## src/rtl/multicycle_control_if.sv

```systemverilog
// Control bundle between the multicycle controller and its datapath:
// opcode and memory handshake in, datapath control strobes and status out.
interface multicycle_control_if;
  logic [5:0] op;
  logic       mem_ready;

  logic       PCWrite;
  logic       Branch;
  logic       BranchNe;
  logic       IorD;
  logic       MemRead;
  logic       MemWrite;
  logic       IRWrite;
  logic       RegDst;
  logic       MemtoReg;
  logic       RegWrite;
  logic       ALUSrcA;
  logic [1:0] ALUSrcB;
  logic [1:0] ALUop;
  logic [1:0] PCSource;
  logic       illegal;
  logic [3:0] state;

  modport master (
    input  op, mem_ready,
    output PCWrite, Branch, BranchNe, IorD, MemRead, MemWrite, IRWrite,
           RegDst, MemtoReg, RegWrite, ALUSrcA, ALUSrcB, ALUop, PCSource,
           illegal, state
  );

  modport slave (
    output op, mem_ready,
    input  PCWrite, Branch, BranchNe, IorD, MemRead, MemWrite, IRWrite,
           RegDst, MemtoReg, RegWrite, ALUSrcA, ALUSrcB, ALUop, PCSource,
           illegal, state
  );
endinterface

```

## src/rtl/multicycle_control.sv

```systemverilog
// Multicycle MIPS-subset controller: one state register, control outputs
// registered from the decode of the state being entered.
module multicycle_control (
  input logic          clk,
  input logic          rst,
  multicycle_control_if.master bus
);

  localparam logic [5:0] OP_R    = 6'b000000;
  localparam logic [5:0] OP_LW   = 6'b100011;
  localparam logic [5:0] OP_SW   = 6'b101011;
  localparam logic [5:0] OP_BEQ  = 6'b000100;
  localparam logic [5:0] OP_BNE  = 6'b000101;
  localparam logic [5:0] OP_J    = 6'b000010;
  localparam logic [5:0] OP_ADDI = 6'b001000;
  localparam logic [5:0] OP_ANDI = 6'b001100;

  typedef enum logic [3:0] {
    FETCH   = 4'd0,
    DECODE  = 4'd1,
    MEMADR  = 4'd2,
    MEMRD   = 4'd3,
    MEMWB   = 4'd4,
    MEMWR   = 4'd5,
    EXEC    = 4'd6,
    ALUWB   = 4'd7,
    BRANCH  = 4'd8,
    IEXEC   = 4'd9,
    IWB     = 4'd10,
    JUMP    = 4'd11,
    ILLEGAL = 4'd12
  } state_t;

  state_t     state_q, state_d;
  logic [5:0] op_q, op_d;
  logic       illegal_q, illegal_d;

  logic       pc_write_q, pc_write_d;
  logic       branch_q, branch_d;
  logic       branch_ne_q, branch_ne_d;
  logic       iord_q, iord_d;
  logic       mem_read_q, mem_read_d;
  logic       mem_write_q, mem_write_d;
  logic       reg_dst_q, reg_dst_d;
  logic       memto_reg_q, memto_reg_d;
  logic       reg_write_q, reg_write_d;
  logic       alu_src_a_q, alu_src_a_d;
  logic [1:0] alu_src_b_q, alu_src_b_d;
  logic [1:0] alu_op_q, alu_op_d;
  logic [1:0] pc_source_q, pc_source_d;

  logic       fetch_write;

  always_comb begin
    state_d = state_q;
    op_d    = op_q;
    case (state_q)
      FETCH:   if (bus.mem_ready) state_d = DECODE;
      DECODE: begin
        op_d = bus.op;
        case (bus.op)
          OP_LW, OP_SW:     state_d = MEMADR;
          OP_R:             state_d = EXEC;
          OP_BEQ, OP_BNE:   state_d = BRANCH;
          OP_ADDI, OP_ANDI: state_d = IEXEC;
          OP_J:             state_d = JUMP;
          default:          state_d = ILLEGAL;
        endcase
      end
      MEMADR: begin
        if (op_q == OP_LW)      state_d = MEMRD;
        else if (op_q == OP_SW) state_d = MEMWR;
        else                    state_d = FETCH;
      end
      MEMRD:   if (bus.mem_ready) state_d = MEMWB;
      MEMWR:   if (bus.mem_ready) state_d = FETCH;
      EXEC:    state_d = ALUWB;
      IEXEC:   state_d = IWB;
      MEMWB, ALUWB, IWB, BRANCH, JUMP, ILLEGAL: state_d = FETCH;
      default: state_d = FETCH;
    endcase
  end

  // Outputs are decoded for the upcoming state so they line up with state_q.
  // op_d is used because BRANCH/IEXEC are entered in the same edge op_q loads.
  always_comb begin
    pc_write_d  = 1'b0;
    branch_d    = 1'b0;
    branch_ne_d = 1'b0;
    iord_d      = 1'b0;
    mem_read_d  = 1'b0;
    mem_write_d = 1'b0;
    reg_dst_d   = 1'b0;
    memto_reg_d = 1'b0;
    reg_write_d = 1'b0;
    alu_src_a_d = 1'b0;
    alu_src_b_d = 2'b00;
    alu_op_d    = 2'b00;
    pc_source_d = 2'b00;
    case (state_d)
      FETCH: begin
        mem_read_d  = 1'b1;
        alu_src_b_d = 2'b01;
      end
      DECODE: alu_src_b_d = 2'b11;
      MEMADR: begin
        alu_src_a_d = 1'b1;
        alu_src_b_d = 2'b10;
      end
      MEMRD: begin
        mem_read_d = 1'b1;
        iord_d     = 1'b1;
      end
      MEMWB: begin
        memto_reg_d = 1'b1;
        reg_write_d = 1'b1;
      end
      MEMWR: begin
        mem_write_d = 1'b1;
        iord_d      = 1'b1;
      end
      EXEC: begin
        alu_src_a_d = 1'b1;
        alu_op_d    = 2'b10;
      end
      ALUWB: begin
        reg_dst_d   = 1'b1;
        reg_write_d = 1'b1;
      end
      BRANCH: begin
        alu_src_a_d = 1'b1;
        alu_op_d    = 2'b01;
        pc_source_d = 2'b01;
        branch_d    = (op_d == OP_BEQ);
        branch_ne_d = (op_d == OP_BNE);
      end
      IEXEC: begin
        alu_src_a_d = 1'b1;
        alu_src_b_d = 2'b10;
        alu_op_d    = (op_d == OP_ANDI) ? 2'b11 : 2'b00;
      end
      IWB:  reg_write_d = 1'b1;
      JUMP: begin
        pc_write_d  = 1'b1;
        pc_source_d = 2'b10;
      end
      default: ;
    endcase
  end

  assign illegal_d = illegal_q | (state_d == ILLEGAL);

  // Reset values of the output flops equal the FETCH decode, since reset
  // parks the machine in FETCH.
  always_ff @(posedge clk or posedge rst) begin
    if (rst) begin
      state_q     <= FETCH;
      op_q        <= 6'd0;
      illegal_q   <= 1'b0;
      pc_write_q  <= 1'b0;
      branch_q    <= 1'b0;
      branch_ne_q <= 1'b0;
      iord_q      <= 1'b0;
      mem_read_q  <= 1'b1;
      mem_write_q <= 1'b0;
      reg_dst_q   <= 1'b0;
      memto_reg_q <= 1'b0;
      reg_write_q <= 1'b0;
      alu_src_a_q <= 1'b0;
      alu_src_b_q <= 2'b01;
      alu_op_q    <= 2'b00;
      pc_source_q <= 2'b00;
    end else begin
      state_q     <= state_d;
      op_q        <= op_d;
      illegal_q   <= illegal_d;
      pc_write_q  <= pc_write_d;
      branch_q    <= branch_d;
      branch_ne_q <= branch_ne_d;
      iord_q      <= iord_d;
      mem_read_q  <= mem_read_d;
      mem_write_q <= mem_write_d;
      reg_dst_q   <= reg_dst_d;
      memto_reg_q <= memto_reg_d;
      reg_write_q <= reg_write_d;
      alu_src_a_q <= alu_src_a_d;
      alu_src_b_q <= alu_src_b_d;
      alu_op_q    <= alu_op_d;
      pc_source_q <= pc_source_d;
    end
  end

  // The fetch strobes follow mem_ready within the cycle, and are held off
  // while reset keeps the machine parked in FETCH.
  assign fetch_write = (state_q == FETCH) && bus.mem_ready && !rst;

  assign bus.PCWrite  = pc_write_q | fetch_write;
  assign bus.IRWrite  = fetch_write;
  assign bus.MemRead  = mem_read_q & ~rst;
  assign bus.Branch   = branch_q;
  assign bus.BranchNe = branch_ne_q;
  assign bus.IorD     = iord_q;
  assign bus.MemWrite = mem_write_q;
  assign bus.RegDst   = reg_dst_q;
  assign bus.MemtoReg = memto_reg_q;
  assign bus.RegWrite = reg_write_q;
  assign bus.ALUSrcA  = alu_src_a_q;
  assign bus.ALUSrcB  = alu_src_b_q;
  assign bus.ALUop    = alu_op_q;
  assign bus.PCSource = pc_source_q;
  assign bus.illegal  = illegal_q;
  assign bus.state    = state_q;

endmodule

```

## src/flat_wrapper.sv

```systemverilog
// flat-port wrapper written by rule: the top's interface ports become plain ports
module multicycle_control_flat 
  (clk, rst, bus_op, bus_mem_ready, bus_PCWrite, bus_Branch, bus_BranchNe, bus_IorD, bus_MemRead, bus_MemWrite, bus_IRWrite, bus_RegDst, bus_MemtoReg, bus_RegWrite, bus_ALUSrcA, bus_ALUSrcB, bus_ALUop, bus_PCSource, bus_illegal, bus_state);
  multicycle_control_if bus_i ();
  input logic clk;
  input logic rst;
  input wire logic [$bits(bus_i.op)-1:0] bus_op;
  input wire logic [$bits(bus_i.mem_ready)-1:0] bus_mem_ready;
  output wire logic [$bits(bus_i.PCWrite)-1:0] bus_PCWrite;
  output wire logic [$bits(bus_i.Branch)-1:0] bus_Branch;
  output wire logic [$bits(bus_i.BranchNe)-1:0] bus_BranchNe;
  output wire logic [$bits(bus_i.IorD)-1:0] bus_IorD;
  output wire logic [$bits(bus_i.MemRead)-1:0] bus_MemRead;
  output wire logic [$bits(bus_i.MemWrite)-1:0] bus_MemWrite;
  output wire logic [$bits(bus_i.IRWrite)-1:0] bus_IRWrite;
  output wire logic [$bits(bus_i.RegDst)-1:0] bus_RegDst;
  output wire logic [$bits(bus_i.MemtoReg)-1:0] bus_MemtoReg;
  output wire logic [$bits(bus_i.RegWrite)-1:0] bus_RegWrite;
  output wire logic [$bits(bus_i.ALUSrcA)-1:0] bus_ALUSrcA;
  output wire logic [$bits(bus_i.ALUSrcB)-1:0] bus_ALUSrcB;
  output wire logic [$bits(bus_i.ALUop)-1:0] bus_ALUop;
  output wire logic [$bits(bus_i.PCSource)-1:0] bus_PCSource;
  output wire logic [$bits(bus_i.illegal)-1:0] bus_illegal;
  output wire logic [$bits(bus_i.state)-1:0] bus_state;
  assign bus_i.op = bus_op;
  assign bus_i.mem_ready = bus_mem_ready;
  assign bus_PCWrite = bus_i.PCWrite;
  assign bus_Branch = bus_i.Branch;
  assign bus_BranchNe = bus_i.BranchNe;
  assign bus_IorD = bus_i.IorD;
  assign bus_MemRead = bus_i.MemRead;
  assign bus_MemWrite = bus_i.MemWrite;
  assign bus_IRWrite = bus_i.IRWrite;
  assign bus_RegDst = bus_i.RegDst;
  assign bus_MemtoReg = bus_i.MemtoReg;
  assign bus_RegWrite = bus_i.RegWrite;
  assign bus_ALUSrcA = bus_i.ALUSrcA;
  assign bus_ALUSrcB = bus_i.ALUSrcB;
  assign bus_ALUop = bus_i.ALUop;
  assign bus_PCSource = bus_i.PCSource;
  assign bus_illegal = bus_i.illegal;
  assign bus_state = bus_i.state;
  multicycle_control u_core (.clk(clk), .rst(rst), .bus(bus_i));
endmodule
```

## config.mk

```make
export PLATFORM = sky130hd
export DESIGN_NAME = multicycle_control_flat
export DESIGN_NICKNAME = d
export VERILOG_FILES = /design/src/rtl/multicycle_control_if.sv /design/src/rtl/multicycle_control.sv /design/src/flat_wrapper.sv
export SDC_FILE = /design/constraint.sdc
export NUM_CORES = 1
export LEC_CHECK = 0
export ABC_AREA = 0
export CAP_MARGIN = 20
export CORE_UTILIZATION = 35
export DETAILED_ROUTE_END_ITERATION = 7
export PLACE_DENSITY = 0.7
export SYNTH_ARGS = -nofsm -noshare
export SYNTH_HDL_FRONTEND = slang
export SYNTH_SLANG_ARGS = --single-unit
```

## constraint.sdc

```tcl
create_clock -name clk -period 1.83 [get_ports clk]
set_input_delay 0.366 -clock clk [delete_from_list [all_inputs] [get_ports clk]]
set_output_delay 0.366 -clock clk [all_outputs]
set_load 0.02 [all_outputs]
```

==> metrics.cfg, run 1 <==
[timing]
hold_slack_ns=0.348
rsz0062_at_grt=yes
hold_violations=0
fin_ws_ns=-0.268
setup_viol=16
slew-limit-headroom=0.777
max_freq_mhz=477
fin_crit_sh=1.15
maxSlewViolCount=0
tns_ns=-2.24
fin_worst_skew_ns=0.00346
period_needed_ns=2.10
worst-slew-pin-transition_ns=0.335

[hold_path]
hold_path.class=in -> async

[detailed_routing]
vias_per_cell=5.44
drtIter0Drc=124
wl_per_cell_um=17.5
wirelength_mm=4.48
drc_errors=0
ant_nets=0
vias=1392
drtPass1Iterations=4

[floorplanning]
ios=31
rows=22
die_area_um2=4260
core_area_um2=3740
die-width_um=65.3
initial_core_util=0.374
chipHeight_um=65.3

[setup_path]
worstSetupStartpointType=flip-flop
crit_type=reg -> reg
cp_max_fo=5
crit_required_ns=2.02
end_kind=flip-flop
cp.arrival_ns=2.29

[synthesis]
syn_area_um2=1400
synthFlopType=dfrtp_1
synth-seq-cells=27
async_flop_share=1.00
synthCells=124
yosysTopAreaCell=dfrtp_1
synth_edf_count=0
ys_seq_area_frac=0.484
syn_avg_cell_area_um2=11.3
synth.net_count=133
ys_warn_count=0
yosysTopAreaCellShare=0.446
synthTopCellsByArea=dfrtp_1, mux2_2, dfstp_2
netlist-cell-type-count=50

[global_route]
grt_pass1_vias=1374
grt_pass1_wl_mm=6.34
grt_antenna_before_repair=0
track_usage=0.197
grt_max_degree=28
grt_remaining_overflow=0

[placement]
dp.cells=229
hpwl_mm=2.58
placed_area_um2=2010
port_buffers=30
place_congestion=0.857

[cells_and_area]
fin_cells=256
syn_to_final_growth_pct=74.7
nNetsFinal=218
final_common_cell=buf_4
final_cell_mix=buf_4, dfrtp_1, clkdlybuf4s50_1
n_antenna_cell=0
fin_area_um2=2450
layout-drive-gt1-share=0.572

[clock_tree]
clock-sinks=27
path_clk_slew_ns=0.09
ctsHtreeMaxLevel=1
cts_hold_buf=0
cts_buffers=3
cts_tree=built
insertion_delay_ns=0.28
clk_path_buf_depth=2
clockRootBuffer=clkbuf_8

[power]
leakagePower_uw=0.00109
ir_worst_vdd_uv=586
powerDensity_nw_per_um2=1700
power_uw=4160

[status]
outcome=complete, but fails checks
violations=negative setup slack

[run]
maxCapViolCount=0

-- where the power goes --
| group | internal, µW | total, µW | switching [µW] | leakage, µW |
|---|---|---|---|---|
| Clock | 155 | 345 | 190 | 0.0000217 |
| Combinational | 1520 | 2820 | 1300 | 0.000724 |
| Sequential | 833 | 991 | 158 | 0.000340 |
| Total | 2510 | 4160 | 1650 | 0.00109 |
-- per-layer routing --
metal	up-vias	global-route usage	wire length, µm
met5	-	0	0
met3	18	0.0365	214
li1	623	-	-
met1	700	0.220	1670
met2	51	0.362	2390
met4	0	0.0842	210
-- what timing repair did --
| action | 4_1_cts | 5_1_grt |
|---|---|---|
| gates resized for setup | 50 | 27 |
| pin swaps | 16 | 14 |
| gates cloned | 0 | 0 |
| buffers inserted | 15 | 8 |
| endpoints found under the setup margin | 19 | 18 |
-- logic make-up after synthesis --
group,share of synthesized area
AO/OA/AOI/OAI,0.129
buffers and inverters,0.0545
flip-flops,0.484
multiplexers,0.0482
AND/OR/NAND/NOR,0.284
-- critical path: stages (launching register included) --
cell and delay, ns:
dfrtp_2 0.44, buf_12 0.14, buf_6 0.12, and2b_2 0.21, nand4_1 0.18, o32ai_4 0.14
or4b_4 0.59, nor3b_2 0.20
-- cell type report --
cell class | count | area, µm²
Clock buffer | 3 | 41.3
Clock inverter | 1 | 7.51
Fill cell | 266 | 1290
Inverter | 7 | 32.5
Multi-Input combinational cell | 85 | 856
Sequential cell | 27 | 683
Tap cell | 48 | 60.1
Timing Repair Buffer | 85 | 768
-- stage by stage --
step	setup slack (ns)	util
after detailed placement	-0.643	0.537
after global placement	-0.611	0.537
after global routing	-0.312	0.654
final	-0.268	0.654
after floorplan	-0.225	-
after CTS	-0.196	0.604
-- cell usage after synthesis, types with 3 or more instances --
| cell | number |
|---|---|
| nand3_1 | 4 |
| nand2_1 | 6 |
| nor4b_1 | 3 |
| nor3b_1 | 4 |
| nor2_1 | 7 |
| buf_6 | 4 |
| nor2b_1 | 6 |
| nor3_1 | 5 |
| dfrtp_1 | 25 |
| mux2_2 | 5 |
| inv_1 | 5 |
| and4_1 | 3 |
-- flip-flops by register name, indices dropped and copies added (netlist names), 2 cells and up --
name and flops:
u_core.bus.PCSource 2, u_core.bus.ALUSrcB 2, u_core.op_q 6, u_core.bus.ALUop 2, u_core.bus.state 4
-- worst paths after layout --
kind | slack [ns] | to | from | depth (start not counted)
worst max-delay path | -0.27 | u_core.bus.BranchNe | u_core.bus.state[1] | 7
worst min-delay path | 0.35 | u_core.bus.ALUSrcA | rst | 3
worst max register to register | -0.27 | u_core.bus.BranchNe | u_core.bus.state[1] | 7
worst min register to register | 0.50 | u_core.bus.illegal | u_core.bus.illegal | 1
max in group asynchronous | 1.19 | u_core.mem_read_q | rst | 3
min in group clk | 0.46 | u_core.op_q[1] | bus_op[1] | 3
Power figures use the tool's default switching activity.
==> run 2: changes to the inputs <==
Settings changed: PLACE_DENSITY 0.7 to 0.68.
Clock period 1.83 ns to 2.75 ns, I/O delays scaled along.
==> run 2 against run 1 <==
The run now ends clean; highest routed layer unchanged; combinational power down 65%; setup slack improved by 0.44 ns; core utilization is 16 points lower; die area unchanged; critical endpoint is now bus_IRWrite.
==> metrics.cfg, run 2 (synthesis gave the netlist of run 1 again) <==
[power]
powerDensity_nw_per_um2=1030  ; was 1700 nW/µm²
leakagePower_uw=0.000800  ; was 0.00109 µW
power_uw=1900  ; was 4160 µW
ir_worst_vdd_uv=505  ; was 586 µV

[global_route]
grt_pass1_wl_mm=5.21  ; was 6.34 mm
grt-busiest-layer=met2  ; unchanged
grt_antenna_before_repair=0  ; unchanged
grt_max_degree=28  ; unchanged
grtUsageMet2=0.258  ; was 0.362
grtUsageMet3=0.0399  ; was 0.0365
track_usage=0.157  ; was 0.197
met1_usage=0.213  ; was 0.220
grt_pass1_vias=1094  ; was 1374
grt_remaining_overflow=0  ; unchanged

[clock_tree]
clk_path_buf_depth=2  ; unchanged
path_clk_slew_ns=0.08  ; was 0.09 ns
cts_buffers=3  ; unchanged
postCtsSetupBuffers=0  ; was 15
ctsHtreeMaxLevel=1  ; unchanged
insertion_delay_ns=0.27  ; was 0.28 ns
cts_hold_buf=0  ; unchanged
clock-sinks=27  ; unchanged
clockRootBuffer=clkbuf_8  ; unchanged
cts_tree=built  ; unchanged

[timing]
worst-slew-pin-transition_ns=0.451  ; was 0.335 ns
fin_worst_skew_ns=0.00291  ; was 0.00346 ns
setup_viol=0  ; was 16
maxSlewViolCount=0  ; unchanged
hold_slack_ns=0.482  ; was 0.348 ns
hold_violations=0  ; unchanged
rsz0062_at_grt=no  ; was yes
period_needed_ns=2.58
slew-limit-headroom=0.698  ; was 0.777
max_freq_mhz=388
fin_crit_sh=0.938
tns_ns=0  ; was -2.24 ns

[cells_and_area]
n_antenna_cell=0  ; unchanged
final_cell_mix=clkdlybuf4s50_1, dfrtp_1, buf_4  ; was buf_4, dfrtp_1, clkdlybuf4s50_1
layout-drive-gt1-share=0.235  ; was 0.572
final_common_cell=clkdlybuf4s50_1  ; was buf_4
largest_register_ffs=6  ; unchanged
syn_to_final_growth_pct=30.7  ; was 74.7%
num-fill-cells=360  ; was 266
regMostFlops=u_core.op_q  ; unchanged
nNetsFinal=172  ; was 218
fin_cells=210  ; was 256

[setup_path]
crit_required_ns=2.20  ; was 2.02 ns
cp_max_fo=2  ; was 5
cpMostUsedCell=clkdlybuf4s50_1
cp.arrival_ns=2.03  ; was 2.29 ns
cp_slowest_cell=clkdlybuf4s50_1  ; was or4b_4
end_kind=output pin  ; was flip-flop
slowest_delay_ns=0.61  ; was 0.59 ns
path_delay_family=buffers and inverters  ; was simple AND/OR/NAND/NOR gates
worstSetupStartpointType=input port  ; was flip-flop
crit_type=in -> out  ; was reg -> reg
crit_buf_inv=2  ; unchanged
crit_chain=clkdlybuf4s50_1 -> nor3b_2 -> and3_1 -> clkdlybuf4s50_1  ; was buf_12 -> buf_6 -> and2b_2 -> nand4_1 -> o32ai_4 -> or4b_4 -> nor3b_2

[floorplanning]
chipHeight_um=65.3  ; unchanged
die_area_um2=4260  ; unchanged
core_area_um2=3740  ; unchanged
die-width_um=65.3  ; unchanged
ios=31  ; unchanged
rows=22  ; unchanged
initial_core_util=0.374  ; unchanged

[placement]
port_buffers=30  ; unchanged
hpwl_mm=2.32  ; was 2.58 mm
place_congestion=0.835  ; was 0.857
dp.cells=206  ; was 229

[detailed_routing]
wirelength_mm=3.00  ; was 4.48 mm
drtIter0Drc=35  ; was 124
vias_per_cell=5.23  ; was 5.44
wl_per_cell_um=14.3  ; was 17.5 µm
drc_errors=0  ; unchanged
vias=1098  ; was 1392
ant_nets=0  ; unchanged
drtPass1Iterations=4  ; unchanged

[hold_path]
hold_path.class=reg -> reg  ; was in -> async

[run]
maxCapViolCount=0  ; unchanged

[status]
outcome=finished, final reports clean  ; was complete, but fails checks

run 2: timing repair:
item                                    in CTS  in global routing
endpoints found under the hold margin        0                  0
endpoints found under the setup margin       1                  1
resized for setup                            1                  1
run 2: worst reg2reg max path, cell delays in order (launching register included):
cell and delay, ns:
dfrtp_1 0.55, nor4b_4 0.54, mux2_2 0.40, nor4b_1 0.32
nand3b_1 0.16, o32ai_1 0.15
run 2: path summary, 6_finish.rpt:
path | startpoint | to | slack (ns) | cells after the start
worst min-delay path | u_core.bus.illegal | u_core.bus.illegal | 0.48 | 1
worst min register to register | u_core.bus.illegal | u_core.bus.illegal | 0.48 | 1
min in group asynchronous | rst | u_core.bus.state[1] | 0.70 | 3
max in group asynchronous | rst | u_core.bus.ALUSrcB[0] | 1.76 | 3
worst max-delay path | bus_mem_ready | bus_IRWrite | 0.17 | 4
worst max register to register | u_core.bus.state[2] | u_core.bus.ALUop[1] | 0.53 | 5
run 2: metrics by stage:
step	utilization	worst slack, ns	cell area (µm²)
after floorplan	-	0.463	1400
after global placement	0.475	-0.0181	1780
after detailed placement	0.475	-0.0356	1780
after CTS	0.489	0.0427	1830
after global routing	0.489	0.0624	1830
final	0.489	0.172	1830
run 2: layout make-up:
cell class	count	area, µm²	share of cell area
clock buffer	4	45.0	0.0246
timing repair buffer	39	370	0.202
sequential	27	678	0.370
multi-input combinational	85	652	0.356
tap	48	60.1	0.0328
inverter	7	26.3	0.0143
run 2: routing by layer:
metal / wire length [µm] / up-vias
li1: - / 539
met1: 1400 / 528
met2: 1420 / 29
met3: 160 / 2
met4: 12 / 0
met5: 0 / -
run 2: power by group:
part | switching [µW] | total (µW) | leakage [µW] | internal [µW]
logic | 513 | 983 | 0.000432 | 470
clock network | 114 | 218 | 0.0000228 | 104
registers | 147 | 695 | 0.000345 | 548
total | 774 | 1900 | 0.000800 | 1120
